`src/rtl/pmi_ram_dq_arbiter.sv`:
```
// pmi_ram_dq_arbiter
// Round-robin arbiter that lets two requesters (A and B) share one
// single-port pmi_ram_dq macro. One command per cycle is accepted,
// registered onto the RAM port, and read returns are steered back to the
// requester that issued them.
//
// Ports
//   Clock, Reset          : shared clock, synchronous active-high reset
//   ReqX/WeX/AddrX/DataX  : command from requester X (We: 1 = write, 0 = read)
//   GntX                  : command from X accepted this cycle
//   RdValidX, QX          : read data for X is valid on QX this cycle
//   RamAddress/RamData/RamWE/RamClockEn/RamReset : to the RAM macro
//   RamQ                  : read data from the RAM macro
//
// Handshake: a command transfers on the rising edge where Req & Gnt are both
// high. The requester holds Req/We/Addr/Data stable until Gnt and may drop
// Req only after acceptance. Gnt is purely combinational from Req, the
// priority pointer and Reset. Read data is not back-pressured: RdValid is a
// single-cycle strobe and Q is valid only while it is high.
module pmi_ram_dq_arbiter #(
  parameter int addr_width = 9,
  parameter int data_width = 18,
  parameter int rd_latency = 2
) (
  input  logic                  Clock,
  input  logic                  Reset,
  input  logic                  ReqA,
  input  logic                  WeA,
  input  logic [addr_width-1:0] AddrA,
  input  logic [data_width-1:0] DataA,
  output logic                  GntA,
  output logic                  RdValidA,
  output logic [data_width-1:0] QA,
  input  logic                  ReqB,
  input  logic                  WeB,
  input  logic [addr_width-1:0] AddrB,
  input  logic [data_width-1:0] DataB,
  output logic                  GntB,
  output logic                  RdValidB,
  output logic [data_width-1:0] QB,
  output logic [addr_width-1:0] RamAddress,
  output logic [data_width-1:0] RamData,
  output logic                  RamWE,
  output logic                  RamClockEn,
  output logic                  RamReset,
  input  logic [data_width-1:0] RamQ
);

  if (rd_latency != 1 && rd_latency != 2) begin : gBadLatency
    $error("pmi_ram_dq_arbiter: rd_latency must be 1 (noreg) or 2 (reg)");
  end

  // Priority pointer: 0 = A wins a tie, 1 = B wins a tie.
  logic prioB;

  // Tag pipeline: stage 0 is the cycle the command sits on the RAM port,
  // stage rd_latency is the cycle the RAM presents its data.
  logic [rd_latency:0] tagValid;
  logic [rd_latency:0] tagOwner;   // 0 = A, 1 = B

  logic readAccepted;
  logic readOwner;

  // Grant logic: lone requester wins, a tie goes to the pointer.
  always_comb begin
    GntA = 1'b0;
    GntB = 1'b0;
    if (!Reset) begin
      GntA = ReqA && (!ReqB || !prioB);
      GntB = ReqB && (!ReqA ||  prioB);
    end
  end

  always_comb begin
    readAccepted = (GntA && !WeA) || (GntB && !WeB);
    readOwner    = GntB;
  end

  always_ff @(posedge Clock) begin
    if (Reset) begin
      prioB      <= 1'b0;
      RamWE      <= 1'b0;
      RamAddress <= '0;
      RamData    <= '0;
      tagValid   <= '0;
      tagOwner   <= '0;
    end else begin
      // Pointer only moves on a grant; idle cycles keep it where it is.
      if (GntA) begin
        prioB <= 1'b1;
      end else if (GntB) begin
        prioB <= 1'b0;
      end

      if (GntA) begin
        RamAddress <= AddrA;
        RamData    <= DataA;
        RamWE      <= WeA;
      end else if (GntB) begin
        RamAddress <= AddrB;
        RamData    <= DataB;
        RamWE      <= WeB;
      end else begin
        RamWE      <= 1'b0;   // address/data hold their last value
      end

      tagValid <= {tagValid[rd_latency-1:0], readAccepted};
      tagOwner <= {tagOwner[rd_latency-1:0], readOwner};
    end
  end

  always_comb begin
    RdValidA   = tagValid[rd_latency] && !tagOwner[rd_latency];
    RdValidB   = tagValid[rd_latency] &&  tagOwner[rd_latency];
    QA         = RamQ;
    QB         = RamQ;
    RamClockEn = 1'b1;   // RAM output pipeline must always advance
    RamReset   = Reset;
  end

endmodule

```
`config.mk`:
```
export PLATFORM = sky130hd
export DESIGN_NAME = pmi_ram_dq_arbiter
export DESIGN_NICKNAME = d
export VERILOG_FILES = /design/src/rtl/pmi_ram_dq_arbiter.sv
export SDC_FILE = /design/constraint.sdc
export NUM_CORES = 1
export LEC_CHECK = 0
export CELL_PAD_IN_SITES_DETAIL_PLACEMENT = 2
export CELL_PAD_IN_SITES_GLOBAL_PLACEMENT = 2
export CORE_MARGIN = 2
export CORE_UTILIZATION = 17
export CTS_BUF_LIST = sky130_fd_sc_hd__clkbuf_4 sky130_fd_sc_hd__clkbuf_8
export DETAILED_ROUTE_END_ITERATION = 7
export GPL_ROUTABILITY_DRIVEN = 1
export PLACE_DENSITY_LB_ADDON = 0.1
export RECOVER_POWER = 100
export SYNTH_ARGS = -nofsm -noshare
export SYNTH_HDL_FRONTEND = slang
export SYNTH_SLANG_ARGS = --single-unit
```
`constraint.sdc`:
```
create_clock -name Clock -period 1.7 [get_ports Clock]
set_input_delay 0.255 -clock Clock [delete_from_list [all_inputs] [get_ports Clock]]
set_output_delay 0.255 -clock Clock [all_outputs]
set_load 0.005 [all_outputs]
```
# After elaboration in Yosys (flattened, before gate mapping)
# Cells that the tools add are included.
# W data, S select, Z words.
dict set report totals {
  regBits 35
  latch_bits 0
  ramBits 0
  rom_bits 0
  in_bits 78
  output_inout_bits 70
  n_memories 0
}
dict set report classes {
  add_sub_neg 0
  n_mul 0
  n_div 0
  n_lt_le_gt_ge 0
  n_eq_ne 0
  n_shift 0
  muxes 10
  bitwise_logic 0
  reduce_logical 16
}
# op n
set op_table {}
lappend op_table {{$mux W18} 2}
lappend op_table {{$mux W9} 2}
lappend op_table {{$logic_and A1 B1 Y1} 6}
lappend op_table {{$logic_not A1 Y1} 6}
lappend op_table {{$mux W1} 6}
lappend op_table {{$logic_or A1 B1 Y1} 3}
lappend op_table {{$reduce_bool A2 Y1} 1}

# Logic depth before layout (Yosys ltp)
dict set report depth {
  depth_word 6
  mapped_depth 6
  mapped_depth_nobuf 3
}

# Worst setup path after synthesis
# OpenSTA, ideal clock, no wires.
dict set report synth_path {
  kind {input-to-reg}
  from {in Reset}
  to {reg RamAddress[3]}
  setup_time_ps 122
  arrival_time_ps 1257
  t_required_ps 1578
  slack_ps 322
  stages 6
  path_cell_list {buf_2 > a21oi_2 > nand2_1 > buf_2 > buf_2 > a221o_1}
}
dict set report synth_between {
  elab_chain_len 2
}
# element line_no
set synth_rtl {}
lappend synth_rtl {{start: declaration} 26} ;# input logic Reset,
lappend synth_rtl {{$mux W1} 68} ;# if (!Reset) begin
lappend synth_rtl {{$mux W9 / $reduce_bool A2 Y1 (equally long branches)} n/a}
lappend synth_rtl {{end signal: assignment} 96} ;# RamAddress <= AddrA;
lappend synth_rtl {{end signal: assignment} 100} ;# RamAddress <= AddrB;
lappend synth_rtl {{end: declaration} 41} ;# output logic [addr_width-1:0] RamAddress,
# Several ways; a longest one is shown, not always the timed one.
# A chain may end at the register's enable or synchronous reset.

# Worst setup path after layout
dict set report layout_path {
  from {in ReqA}
  to {out GntB}
}
dict set report layout_between {
  elab_chain_len 4
}
# element line_no
set layout_rtl {}
lappend layout_rtl {{start: declaration} 27} ;# input logic ReqA,
lappend layout_rtl {{$logic_not A1 Y1} 70} ;# GntB = ReqB && (!ReqA || prioB);
lappend layout_rtl {{$logic_or A1 B1 Y1} 70}
lappend layout_rtl {{$logic_and A1 B1 Y1} 70}
lappend layout_rtl {{$mux W1} 68}
lappend layout_rtl {{end: declaration} 38} ;# output logic GntB,
# Every way passes these cells.

==> impl_metrics.toml <==
[finish]
syn2layout_area_growth_pct = 53.0
fin_nets = 329
fin_area_sq_um = 2820
antenna_cells = 0
drive_gt1_share_pct = 10.3

[power_and_ir_drop]
p_int_w = 0.00168
p_clk_share_pct = 36.5
p_switching_w = 0.000550
seqPwrFrac_pct = 41.7
powerDensity_nw_per_um2 = 788
ir_drop_mv = 0.281
p_leak_nw = 1.19
p_comb_share_pct = 21.8
switching_share_pct = 24.7

[logic_synthesis]
ys.flop_type = "dfxtp_1"
postSynth.asyncResetShare_pct = 0
yosysSeqAreaShare_pct = 38.0
synth_top_area_share_pct = 38.0
synthTopCellsByCount = "buf_4, dfxtp_1, nor3b_1"
synth.most_common_cell = "buf_4"
synthesis.area_sq_um = 1850
synthCells = 193
ys_ff_latch = 35
synth_edf_count = 0
syn_nets = 271
yosys.area.top_type = "dfxtp_1"
avgSynthCellArea_sq_um = 9.56
synth_warnings = 0
synthDistinctLibCells = 21
synthTopCellsByArea = "dfxtp_1, buf_4, a221o_1, nor3b_1, and3_1"

[timing]
period_minus_slack_ns = 1.62
whs_ns = 0.444
rsz0062_at_grt = "false"
setup_viol = 0
slew_violations = 0
period_share_pct = 95.3
fin_skew_ns = 0.00637
hold_violations = 0
fmax_mhz = 617
worst_slew_pin_slew_ns = 0.605
maxSlewHeadroom_pct = 59.7
fin_ws_ns = 0.0797

[clock_network]
clk_latency_ns = 0.30
cts_tree = "built"
cts_made_buffers = 5
cts_buffer_depth = 2
cts_root_buf = "clkbuf_8"
htreeDepth = 2
clock-sinks = 35
clk_pin_slew_worst_paths_ns = 0.08

[detailed_routing]
firstDrtPassIters = 4
post_drt_wl_per_cell_um = 17.4
vias = 1674
viasPerCell = 4.27
drt.antenna.violating_nets = 0
wl_mm = 6.82
post-route-drc-count = 0
drtIter0Drc = 66

[setup_path]
path_class = "in -> out"
max_stage_delay_ns = 0.43
end_kind = "output pin"
cp_top_family = "buffers and inverters"
path_cells = "clkdlybuf4s50_1, nor2b_1, nor3b_2, dlygate4sd2_1"
slowest_stage = "clkdlybuf4s50_1"
arrival_ns = 1.37
path_max_fanout = 2
start_kind = "input port"
path_buf_inv = 2
crit_required_ns = 1.44

[floorplanning]
ioPinCount = 148
die_x_um = 108
die_h_um = 108
core-area_sq_um = 10700
dieArea_sq_um = 11700
rows = 38
start_util_pct = 17.3

[placement]
dpl_worst_slack_ns = -0.286
dp_hpwl_mm = 4.78
place_area_sq_um = 2700
portBuffers = 92
gp_congestion = 0.685

[grt]
antenna_found_initial = 0
grt_overflow = 0
track_usage_pct = 12.1
grt_pass1_wl_mm = 10.6
grt_pass1_vias = 1892
grt_max_degree = 29

[job]
cap_violations = 0

[status]
status = "finished, final reports clean"

[min_path]
min_path_type = "reg -> reg"
worst paths after layout:
path	to	start	slack (ns)	cells past startpoint
worst max-delay path	GntB	ReqA	0.08	4
worst min-delay path	tagOwner[2]	tagOwner[1]	0.44	1
worst max register to register	RamData[14]	prioB	0.25	4
worst min register to register	tagOwner[2]	tagOwner[1]	0.44	1
through the flow:
stage / util, % / std cells / setup TNS [ns] / total power [W]
2_1_floorplan: - / 193 / 0 / 0.00119
3_3_place_gp: 25.2 / 382 / -5.97 / 0.00147
3_5_place_dp: 25.2 / 382 / -6.47 / 0.00147
4_1_cts: 26.5 / 392 / 0 / 0.00230
5_1_grt: 26.4 / 392 / 0 / 0.00236
6_report: 26.4 / 392 / 0 / 0.00223
sequential cells by signal, indices dropped and copies added, names as in the netlist:
signal	count
RamData	18
RamAddress	9
RamWE	1
prioB	1
tagValid	3
tagOwner	3
layout by cell type, fill, tap and decap left out, drive strengths merged:
cell           count
nand3              1
and2               1
clkinv             1
a211oi             1
bufinv             1
dlygate4sd3       31
clkbuf             8
dfxtp             35
o21a               1
nor3               1
clkdlybuf4s50     58
dlygate4sd2        3
a21oi              1
nor3b             29
nand2              1
a21o               1
a221o             27
o2bb2ai            1
and3              27
inv                2
conb               1
nor2               1
buf               13
nor2b              6
timing repair:
| item | CTS | global route |
|---|---|---|
| setup endpoints to repair | 2 | 0 |
| gates resized for setup | 5 | 0 |
| buffers inserted | 2 | 0 |
| hold buffers | 0 | 0 |
layout make-up:
cell class              instances  area, sq um
fillers                      1216         7870
repair buffers                107         1040
multi-input cells             100          782
flip-flops and latches         35          701
well taps                     140          175
clock buffers                   6         82.6
clock inverters                 2         35.0
inverters                       2         7.51
logic make-up (layout without fill, tap and decap cells):
| group | Yosys count | in the layout | synth area share [%] |
|---|---|---|---|
| AND/OR/NAND/NOR | 67 | 67 | 24.9 |
| AO/OA/AOI/OAI | 32 | 32 | 16.8 |
| other | 1 | 1 | 0.203 |
| buffers and inverters | 58 | 117 | 20.1 |
| flip-flops | 35 | 35 | 38.0 |
metal layers:
metal,part of all wire [%],routed length (um),GRT usage (%)
met1,45,3080,15.1
met2,45,3040,19.0
met3,8.7,592,4.82
met4,1.5,104,4.30
met5,0,0,0
power groups by stage:
stage	Clock, W	Sequential, W	Combinational, W
after detailed placement	0	0.000949	0.000519
after global routing	0.000891	0.000939	0.000533
after global placement	0	0.000952	0.000518
final	0.000813	0.000928	0.000485
after floorplan	0	0.000948	0.000240
after CTS	0.000840	0.000933	0.000525
Power figures use the tool's default switching activity.
==> RTL change (same flow settings) <==
`data_width`: 18 -> 9.
--- a/src/rtl/pmi_ram_dq_arbiter.sv
+++ b/src/rtl/pmi_ram_dq_arbiter.sv
@@ -19,7 +19,7 @@
 // single-cycle strobe and Q is valid only while it is high.
 module pmi_ram_dq_arbiter #(
   parameter int addr_width = 9,
-  parameter int data_width = 18,
+  parameter int data_width = 9,
   parameter int rd_latency = 2
 ) (
   input  logic                  Clock,
Ports: changed (6 resized); port bits go from 148 to 94. The function was not compared with the original's and may differ.
==> RTL change against the unedited design <==
  * Power fell by 38%
  * Setup slack about the same
  * Via count is 28% lower
  * Routed wire length decreased by 34%
  * Sequential cell count fell by 9
  * Sequential share of layout area is 0.74 points higher
  * Synthesized area shrank 27%
  * Design area shrank 28%
  * Synthesized cell count shrank 31%
  * Combinational power decreased by 28%
  * Largest power group unchanged
==> RTL change: results (changes against the unedited design) <==
status=finished clean; Synth cell types=23 (+9.5%); IO buf count=65 (-29%); static leakage=0.858 nW (-28%); Vias=1,207 (-28%); Fillers=865 (-29%); global-route wire length before repair=7.22 mm (-32%); register area share after synthesis=38.6% (+0.66 points); Regs by FF count=RamAddress x9, RamData x9; DR iter-0 viols=22 (-67%); DP Area=0.00200 sq mm (-26%); Worst IR Drop VDD=0.213 mV (-24%); Cells after Synth=133 (-31%); r2r endpoint=RamAddress[6]; vias in the first global route=1,367 (-28%); main area contributors after synthesis=dfxtp_1 39%, a221o_1 13%, buf_4 12%; worst skew pair latency=0.26 ns (-0.04 ns); maximum fanout along the worst path=3 (+1); First-pass DRT Iterations=3 (-1); Placed Cells incl. Taps=279 (-27%); Final Skew=0.000808 ns (-0.00556 ns); cts bufs inserted=3 (-2); GRT Util Overall=10.6% (-1.5 points); Post-Syn Area=0.00135 sq mm (-27%); RePlAce Congestion=0.702 (+2.5%); Final HPWL DP=3.44 mm (-28%); # nets final=235 (-29%); H-tree levels=1 (-1); WL final=4.49 mm (-34%); Synth top cells by count=26 x dfxtp_1, 21 x buf_4, 19 x nor3b_1, 18 x a221o_1, 17 x and3_1; Syn Nets=184 (-32%); average wire per standard cell=15.8 um (-9.0%)
[RTL change: changes by cell type after synthesis, moves of 6 or more]
cell | before | now
clkbuf_1 | 9 | 3
a221o_1 | 27 | 18
dfxtp_1 | 35 | 26
and3_1 | 27 | 17
buf_4 | 38 | 21
nor3b_1 | 29 | 19
[RTL change: kinds of logic (layout without fill, tap and decap cells)]
family,Yosys count,in the layout,share of synthesized area (%)
AOI/OAI and AO/OA,23,23,17.3
buffers and inverters,34,83,17.9
DFF,26,26,38.6
other,1,1,0.278
and+or+nand+nor,49,49,25.9
[RTL change: how the worst min path moves through the flow]
stage	startpoint	endpoint	slack [ns]	depth (start not counted)
2_1_floorplan	WeA	tagValid[0]	0.35	1
4_1_cts	tagValid[1]	tagValid[2]	0.46	1
6_report	tagValid[1]	tagValid[2]	0.46	1
3_3_place_gp	tagOwner[0]	tagOwner[1]	0.42	1
5_1_grt	tagOwner[0]	tagOwner[1]	0.47	1
3_5_place_dp	tagValid[1]	tagValid[2]	0.44	1
[RTL change: final cells by class]
class	count	area, sq um	share of cell area, %
Timing Repair Buffer	78	759	37.3
Clock buffer	3	41.3	2.03
Inverter	2	7.51	0.369
Sequential cell	26	520	25.6
Multi-Input combinational cell	73	581	28.5
Tap cell	102	128	6.27
[RTL change: metal layers]
metal  share of wire [%]  up-vias  GRT usage, %  routed length (um)
met5                   0        -             0                   0
li1                    -      565             -                   -
met4                0.18        0          2.21                   8
met2                  45       62          17.1                2040
met3                 8.7        2          4.35                 393
met1                  46      578          13.4                2050
[RTL change: power breakdown]
part           switching, mW  internal (mW)  total, mW
clock                  0.191          0.159      0.349
combinational          0.127          0.223      0.350
sequential            0.0268          0.660      0.686
total                  0.345           1.04       1.39
[RTL change: worst max-delay path, stage by stage]
cell	delay, ns
clkdlybuf4s50_1	0.45
nor2b_1	0.17
nor3b_2	0.21
dlygate4sd2_1	0.28
[RTL change: timing repair]
item | 4_1_cts | 5_1_grt
endpoints found under the hold margin | 0 | 0
gates resized for setup | 4 | 0
setup endpoints to repair | 21 | 0
buffers inserted | 2 | 0
[RTL change: through the flow]
step | util [%] | TNS [ns] | setup slack (ns)
2_1_floorplan | - | 0 | 0.455
3_3_place_gp | 26.0 | -6.62 | -0.334
3_5_place_dp | 26.0 | -7.07 | -0.367
4_1_cts | 26.7 | 0 | 0.0578
5_1_grt | 26.5 | 0 | 0.0109
6_report | 26.5 | 0 | 0.0793
